==> config.mk <==
export PLATFORM = sky130hd
export DESIGN_NAME = inport_ioc_flt
export DESIGN_NICKNAME = d
export VERILOG_FILES = /design/src/rtl/inport_ioc_flt.sv
export SDC_FILE = /design/constraint.sdc
export NUM_CORES = 1
export LEC_CHECK = 0
export CAP_MARGIN = 20
export CORE_UTILIZATION = 35
export CTS_CLUSTER_SIZE = 28
export DETAILED_ROUTE_END_ITERATION = 8
export SYNTH_ARGS = -nofsm -noshare
export SYNTH_HDL_FRONTEND = slang
export SYNTH_SLANG_ARGS = --single-unit
==> constraint.sdc <==
create_clock -name clk -period 1.8 [get_ports clk]
set_clock_uncertainty 0.05 [all_clocks]
set_input_delay 0.54 -clock clk [delete_from_list [all_inputs] [get_ports clk]]
set_output_delay 0.54 -clock clk [all_outputs]
set_load 0.005 [all_outputs]
==> src/rtl/inport_ioc_flt.sv <==
// inport_ioc_flt -- interrupt-on-change input port with filtering.
//
// Each external input passes through a synchronizer and a per-bit glitch
// filter. An accepted level change can set a sticky pending flag, selected
// per bit and per direction. The port exposes three bus registers:
//   ADDR   : filtered input value          (read only)
//   ADDR+1 : pending flags                 (read, write-1-to-clear)
//   ADDR+2 : interrupt mask                (read/write)
// port_out is zero whenever the port is not being read, so it can be
// OR-combined with the other ports on the bus.
//
// Ports:
//   clk           system clock
//   rst           synchronous active-high reset
//   address       bus address
//   ren / wen     read / write strobes
//   data_in       bus write data
//   port_in       asynchronous external inputs (WIDTH bits)
//   ioc_pos_conf  per-bit rising-edge flag enable
//   ioc_neg_conf  per-bit falling-edge flag enable
//   port_out      registered read data, one clock after ren
//   int_out       interrupt request, |(flags & mask)
//   int_ack       clears all pending flags
module inport_ioc_flt #(
  parameter logic [7:0] ADDR        = 8'h03,
  parameter int         WIDTH       = 8,
  parameter int         SYNC_STAGES = 2,
  parameter int         FILT_CYCLES = 3
) (
  input  logic             clk,
  input  logic             rst,
  input  logic [7:0]       address,
  input  logic             ren,
  input  logic             wen,
  input  logic [7:0]       data_in,
  input  logic [WIDTH-1:0] port_in,
  input  logic [WIDTH-1:0] ioc_pos_conf,
  input  logic [WIDTH-1:0] ioc_neg_conf,
  output logic [7:0]       port_out,
  output logic             int_out,
  input  logic             int_ack
);

  // Register addresses wrap modulo 256 through the 8-bit arithmetic.
  localparam logic [7:0] ADDR_FLG   = ADDR + 8'd1;
  localparam logic [7:0] ADDR_MSK   = ADDR + 8'd2;
  localparam logic [2:0] PRIME_LAST = 3'(SYNC_STAGES);
  localparam logic [3:0] FILT_LAST  = (FILT_CYCLES > 0) ? 4'(FILT_CYCLES - 1) : 4'd0;

  logic [WIDTH-1:0] r_sync [SYNC_STAGES];
  logic [WIDTH-1:0] r_filt;
  logic [WIDTH-1:0] r_flags;
  logic [WIDTH-1:0] r_mask;
  logic [3:0]       r_cnt [WIDTH];
  logic [2:0]       r_prime_cnt;
  logic             r_primed;
  logic [7:0]       r_port_out;

  logic [WIDTH-1:0] w_sync;
  logic [WIDTH-1:0] w_filt_nxt;
  logic [3:0]       w_cnt_nxt [WIDTH];
  logic [WIDTH-1:0] w_evt;
  logic [WIDTH-1:0] w_rise;
  logic [WIDTH-1:0] w_fall;
  logic [WIDTH-1:0] w_set;
  logic [WIDTH-1:0] w_clr;
  logic [WIDTH-1:0] w_flags_nxt;
  logic             w_wr_flg;
  logic             w_wr_msk;
  logic             w_unused;

  // Bus bits at WIDTH and above are ignored on writes.
  assign w_unused = ^data_in;

  function automatic logic [7:0] zext(input logic [WIDTH-1:0] v);
    logic [7:0] r;
    r = '0;
    r[WIDTH-1:0] = v;
    return r;
  endfunction

  // Stage: input synchronizer chain
  always_ff @(posedge clk) begin
    if (rst) begin
      for (int s = 0; s < SYNC_STAGES; s++) r_sync[s] <= '0;
    end else begin
      r_sync[0] <= port_in;
      for (int s = 1; s < SYNC_STAGES; s++) r_sync[s] <= r_sync[s-1];
    end
  end

  assign w_sync = r_sync[SYNC_STAGES-1];

  // Stage: glitch filter. Until primed, the filter only waits for the
  // synchronizer to fill and then loads its output without raising events,
  // so inputs already high at reset release do not interrupt.
  always_comb begin
    w_filt_nxt = r_filt;
    for (int i = 0; i < WIDTH; i++) w_cnt_nxt[i] = r_cnt[i];
    if (!r_primed) begin
      if (r_prime_cnt == PRIME_LAST) w_filt_nxt = w_sync;
    end else begin
      for (int i = 0; i < WIDTH; i++) begin
        if (FILT_CYCLES == 0) begin
          w_filt_nxt[i] = w_sync[i];
        end else if (w_sync[i] == r_filt[i]) begin
          w_cnt_nxt[i] = 4'd0;
        end else if (r_cnt[i] == FILT_LAST) begin
          w_filt_nxt[i] = w_sync[i];
          w_cnt_nxt[i]  = 4'd0;
        end else begin
          w_cnt_nxt[i] = r_cnt[i] + 4'd1;
        end
      end
    end
  end

  assign w_evt  = r_primed ? (w_filt_nxt ^ r_filt) : '0;
  assign w_rise = w_evt & w_filt_nxt;
  assign w_fall = w_evt & r_filt;
  assign w_set  = (w_rise & ioc_pos_conf) | (w_fall & ioc_neg_conf);

  assign w_wr_flg = wen && (address == ADDR_FLG);
  assign w_wr_msk = wen && (address == ADDR_MSK);
  assign w_clr    = int_ack  ? {WIDTH{1'b1}} :
                    w_wr_flg ? data_in[WIDTH-1:0] : '0;
  // A set event in the same cycle wins over any clear.
  assign w_flags_nxt = (r_flags & ~w_clr) | w_set;

  // Stage: flags, mask, priming and registered read data
  always_ff @(posedge clk) begin
    if (rst) begin
      r_filt      <= '0;
      for (int i = 0; i < WIDTH; i++) r_cnt[i] <= 4'd0;
      r_flags     <= '0;
      r_mask      <= '1;
      r_prime_cnt <= 3'd0;
      r_primed    <= 1'b0;
      r_port_out  <= 8'd0;
    end else begin
      r_filt  <= w_filt_nxt;
      for (int i = 0; i < WIDTH; i++) r_cnt[i] <= w_cnt_nxt[i];
      r_flags <= w_flags_nxt;
      if (w_wr_msk) r_mask <= data_in[WIDTH-1:0];
      if (!r_primed) begin
        if (r_prime_cnt == PRIME_LAST) r_primed <= 1'b1;
        else                           r_prime_cnt <= r_prime_cnt + 3'd1;
      end
      // Reads see pre-edge state, so a read+clear returns the old flags.
      if (ren && address == ADDR)          r_port_out <= zext(r_filt);
      else if (ren && address == ADDR_FLG) r_port_out <= zext(r_flags);
      else if (ren && address == ADDR_MSK) r_port_out <= zext(r_mask);
      else                                 r_port_out <= 8'd0;
    end
  end

  assign port_out = r_port_out;
  assign int_out  = |(r_flags & r_mask);

endmodule

Word level (Yosys, flattened, before mapping)
Memories as Yosys holds them, arrays and structs flattened.
Cells that the tools add are included.
{"block": "word_totals", "register_bits": 36, "latchBits": 0, "ram_bits": 48, "mem_bits_ro": 0, "inputBits": 45, "word_cells": 122, "mem_count": 2}
{"block": "classes", "n_addsub": 9, "multipliers": 0, "n_div": 0, "n_lt_le_gt_ge": 0, "n_eq_ne": 20, "shifts": 0, "n_mux": 56, "bitwise": 22, "reduce_logical": 7}
{"name": "r_cnt", "depth": 8, "word_bits": 4, "read_ports": 8, "rd_ports_with_merged_regs": 0, "wr": 8, "line": "54", "rtl": "logic [3:0] r_cnt [WIDTH];"}
{"name": "r_sync", "depth": 2, "word_bits": 8, "read_ports": 2, "rd_ports_with_merged_regs": 0, "wr": 2, "line": "50", "rtl": "logic [WIDTH-1:0] r_sync [SYNC_STAGES];"}
{"operator": "$mux 4", "n": 24}
{"operator": "$mux 8", "n": 10}
{"operator": "$and 8x8->8", "n": 6}
{"operator": "$add 4x1->4 const B", "n": 8}
{"operator": "$eq 4x2->1 const B", "n": 8}
{"operator": "$mux 32", "n": 1}
{"operator": "$mux 1", "n": 21}
{"operator": "$eq 8x3->1 const B", "n": 2}
{"operator": "$or 8x8->8", "n": 2}
{"operator": "$or 1x1->1", "n": 10}
{"operator": "$eq 1x1->1", "n": 8}
{"operator": "$eq 8x2->1 const B", "n": 1}
{"operator": "$not 8->8", "n": 1}
{"operator": "$reduce_or 8->1", "n": 1}
{"operator": "$xor 8x8->8", "n": 1}
{"operator": "$logic_and 1x1->1", "n": 5}
{"operator": "$add 3x1->3 const B", "n": 1}
{"operator": "$eq 3x2->1 const B", "n": 1}
{"operator": "$not 1->1", "n": 2}
{"operator": "$reduce_and 2->1", "n": 1}

Longest topological paths before layout
{"block": "depth", "word_depth": 10, "depth_mapped": 5, "depth_no_buf": 5}

Least setup slack after synthesis
No wires, ideal clock.
{"block": "synth_timing", "path_type": "input-to-reg", "startpoint": "input port address[6]", "endpoint": "register r_mask[0]", "setup_ns": 0.120, "arrival_ns": 1.310, "t_required_ns": 1.630, "setup_slack_ns": 0.320, "path_stages": 5, "n_path_buf": 2, "path_cell_list": "and4bb_2 buf_6 nand4b_1 buf_6 mux2i_1"}
{"block": "synth_between", "elab_chain_len": 2}
{"item": "start: declaration", "line": "32", "rtl": "input logic [7:0] address,"}
{"item": "$eq 8x3->1", "line": "124", "rtl": "assign w_wr_msk = wen && (address == ADDR_MSK);"}
{"item": "$logic_and 1x1->1", "line": "124"}
{"item": "end signal: assignment", "line": "144", "rtl": "if (w_wr_msk) r_mask <= data_in[WIDTH-1:0];"}
{"item": "end: declaration", "line": "53", "rtl": "logic [WIDTH-1:0] r_mask;"}
No other way between the ends.
A chain may end at the register's enable or synchronous reset.

Worst setup path in the final report
{"block": "layout_timing", "startpoint": "input port address[2]", "endpoint": "register r_port_out[5] (netlist: port_out[5])"}
{"block": "layout_between", "elab_chain_len": 5, "elab_cells_between_ends": 9, "classes_between": "3 x eq/ne; 3 x mux; 3 x reduce/logical"}
{"item": "$eq 8x3->1", "line": "152", "rtl": "else if (ren && address == ADDR_MSK) r_port_out <= zext(r_mask);"}
{"item": "$logic_and 1x1->1", "line": "152"}
{"item": "$mux 8", "line": "152"}
{"item": "$mux 8", "line": "151", "rtl": "else if (ren && address == ADDR_FLG) r_port_out <= zext(r_flags);"}
{"item": "$mux 8 (*)", "line": "150", "rtl": "if (ren && address == ADDR) r_port_out <= zext(r_filt);"}
{"item": "end signal: assignment", "line": "150"}
{"item": "end signal: assignment", "line": "151"}
{"item": "end signal: assignment", "line": "152"}
{"item": "end: declaration", "line": "57", "rtl": "logic [7:0] r_port_out;"}
Every way passes the cells marked *; elsewhere a longest branch is shown, timed or not.

==> summary.md <==
| Metric | Value |
|---|---|
| Run status | `completed` |
| CTS tree | `done` |
| Worst Hold Class | `flip-flop to flip-flop` |
| CP Capture Type | `flip-flop` |
| Req. time, crit path | `1.96 ns` |
| Fraction of the mapped netlist area in simple logic gates | `25.6%` |
| GPL Wtd Cong | `0.808` |
| RSZ-0062 raised after global routing | `no` |
| First-pass GRT wire length | `14.8 mm` |
| Min Hold Slack | `0.386 ns` |
| Mux contribution to synthesized area | `3.97%` |
| Reg-to-Reg Start | `r_cnt[0][4]` |
| Max IR drop VDD | `0.000698 V` |
| Synth top area cells | `dfxtp_1, ha_1, mux2i_1` |
| Worst-path clk slew | `0.06 ns` |
| Largest family of logic cells by synthesized area | `simple AND/OR/NAND/NOR gates` |
| GRT Util Overall | `16.0%` |
| Setup Slack @ Placement | `-0.329 ns` |
| WL/cell | `13.7 um` |
| Synth Register Bits | `84` |
| WP data arrival | `1.92 ns` |
| # Post-CTS Setup Buffers | `0` |
| Syn nets | `493` |
| # diodes | `0` |
| Synth Area in Compound Gates | `12.5%` |
| Die Width | `109 um` |
| Maximum number of pins on one net before global-route repair | `44` |
| Yosys warnings | `0` |
| Die area | `11900 um2` |
| Hold Startpoint | `r_sync[0][5]` |
| Hold endpoint | `r_sync[0][13]` |
| Xor/xnor share of the synthesized area | `6.74%` |
| CP Max Fanout | `11` |
| Antenna viol nets, final | `0` |
| Post-synth cell types | `38` |
| Worst Setup Slack, final | `0.0423 ns` |
| Worst Tran Pin Value | `0.449 ns` |
| Final Hold Vio Count | `0` |
| First-iteration detailed-routing DRC count | `137` |
| Reg2reg setup slack | `0.22 ns` |
| Initial core utilization | `36.5%` |
| Core ar. | `11000 um2` |
| Final nets | `566` |
| Total global routing overflow | `0` |
| Layout cell share with drive strength beyond 1 | `13.0%` |
| CTS Buf Count | `9` |
| Area leader, netlist | `dfxtp_1` |
| Mapped Area | `4030 um2` |
| Final Core Density | `47.4%` |
| FF-to-FF path depth | `6` |
| P_leak | `0.00202 uW` |
| CTS Hold Bufs | `0` |
| Clk sink count | `84` |
| Row Count | `38` |
| Number of global-route vias before repair | `3172` |
| Top_reg_cell synth | `dfxtp_1` |
| Slew Limit Fails | `0` |
| DR vias/cell | `4.98` |
| Minimum clock period after layout | `1.76 ns` |
| DR vias | `3229` |
| HPWL Detailed | `6.83 mm` |
| Synth-to-layout area growth | `29.6%` |
| Syn Area/Cell | `9.37 um2` |
| Hold path depth | `1` |
| Initial antenna violation count | `0` |
| Maximum clock frequency | `569 MHz` |
| CTS Buffer Depth | `2` |
| Critical path class | `input pin to flip-flop` |
| DRT Pass-1 Iters | `4` |
| Routed WL | `8.86 mm` |
| Port bufs | `53` |
| Clock latency on the worst-skew pair | `0.33 ns` |
| Post-synth EDFFs | `0` |
| Final period util | `97.7%` |
| FFs w/ async S/R, synth | `0%` |
| Top-area cell type share of the netlist area | `41.7%` |
| Die Y | `109 um` |
| Fraction of the mapped netlist area in adder cells | `5.59%` |
| Maxcap violations | `0` |
| PD cells | `1020 nW/um2` |
| Endpoints failing setup | `0` |
| Startpoint types | `input pin` |
| Sequential-to-total area share from yosys stat | `41.7%` |
| R2r endpoint | `r_cnt[0][5]` |
| IO Count | `54` |
| Clk root buf | `clkbuf_16` |
| DR DRC count | `0` |
| CTS H-tree lvls | `3` |
| Max-slew headroom | `70.1%` |
| Syn Inst Count | `430` |
synthesized netlist by cell type, drive strengths merged (9+ instances only):
library cell	number
buf	15
a21oi	12
xnor2	14
dfxtp	84
nor2b	19
ha	18
mux2i	16
nand2	26
o21ai	19
nor3	22
xor2	17
nand4	18
nand2b	18
nor3b	9
inv	10
nor2	36
a211oi	10
metal layers:
| layer | track usage, % | vias up | share of wire [%] |
|---|---|---|---|
| li1 | - | 1662 | - |
| met1 | 21.0 | 1515 | 49 |
| met2 | 25.9 | 46 | 47 |
| met3 | 4.39 | 6 | 3.6 |
| met4 | 4.29 | 0 | 0.62 |
| met5 | 0 | - | 0 |
final cells by class:
| cell class | instances | area [um2] |
|---|---|---|
| inverters | 10 | 37.5 |
| fillers | 1062 | 5810 |
| clock buffers | 10 | 239 |
| repair buffers | 84 | 792 |
| flip-flops and latches | 84 | 1680 |
| well taps | 140 | 175 |
| clock inverters | 6 | 87.6 |
| multi-input cells | 314 | 2210 |
kinds of logic (layout without fill, tap and decap cells):
kind of cell	Yosys count	count (layout)
buf+inv	32	110
xor+xnor	31	31
fa+ha+maj	18	18
simple gates	181	181
mux	16	16
flops	84	84
compound gates	68	68
what timing repair did:
item	4_1_cts	5_1_grt
pin swaps	1	0
endpoints found under the hold margin	0	0
resized for setup	8	2
endpoints found under the setup margin	2	2
placed cells by master, fill, tap and decap left out, types with 2 or more instances in the layout:
cell / count
ha_1: 18
a211oi_1: 9
nor3b_1: 7
buf_2: 2
dfxtp_1: 82
bufinv_16: 2
clkbuf_16: 9
nand4b_1: 3
nand2_1: 26
mux2i_1: 16
o21ai_0: 19
nor3b_2: 2
nor2_1: 36
a22oi_2: 2
clkdlybuf4s50_1: 49
a32o_1: 8
nand4_1: 18
clkinvlp_4: 3
and3b_1: 8
inv_1: 10
o21a_1: 7
buf_12: 3
buf_4: 28
or3_1: 2
nor2b_1: 19
a21oi_1: 12
dfxtp_2: 2
nand2b_1: 18
and2_1: 7
xor2_1: 17
nor3_1: 21
xnor2_1: 14
nand3b_1: 8
a2111oi_2: 7
a22oi_1: 2
power breakdown:
group	leakage (uW)	switching, uW	internal [uW]	total [uW]
clock	0.000151	728	1250	1980
combinational	0.00119	563	557	1120
sequential	0.000682	203	2020	2220
total	0.00202	1490	3820	5320
sequential cells by signal (all words and copies together), names as in the netlist:
register     flops
r_sync          16
port_out         8
r_cnt           32
r_prime_cnt      3
r_mask           8
r_primed         1
r_filt           8
r_flags          8
per-stage QoR:
stage | cell area (um2) | TNS, ns | power [uW] | instances
global placement | 4880 | -3.18 | 3340 | 632
floorplan | 4030 | 0 | 3000 | 430
finish | 5220 | 0 | 5320 | 648
CTS | 5220 | 0 | 5380 | 648
global route | 5220 | 0 | 5600 | 648
detailed placement | 4880 | -3.94 | 3390 | 632
worst max path at each step:
stage | depth (start not counted) | start | slack, ns | endpoint
after floorplan | 5 | address[6] | 0.32 | r_mask[0]
after global placement | 6 | address[3] | -0.29 | port_out[1]
after detailed placement | 6 | address[2] | -0.33 | port_out[1]
after CTS | 1 | port_out[7] | 0.02 | port_out[7]
after global routing | 6 | address[2] | 0.0001 | port_out[5]
final | 6 | address[2] | 0.04 | port_out[5]
worst max-delay path, stage by stage:
cell and delay [ns]:
clkdlybuf4s50_1 0.48, buf_4 0.16, nor3b_2 0.16, buf_4 0.18, nand2_1 0.06, a211oi_1 0.34
Note: power is estimated with default switching activity, not from simulation.
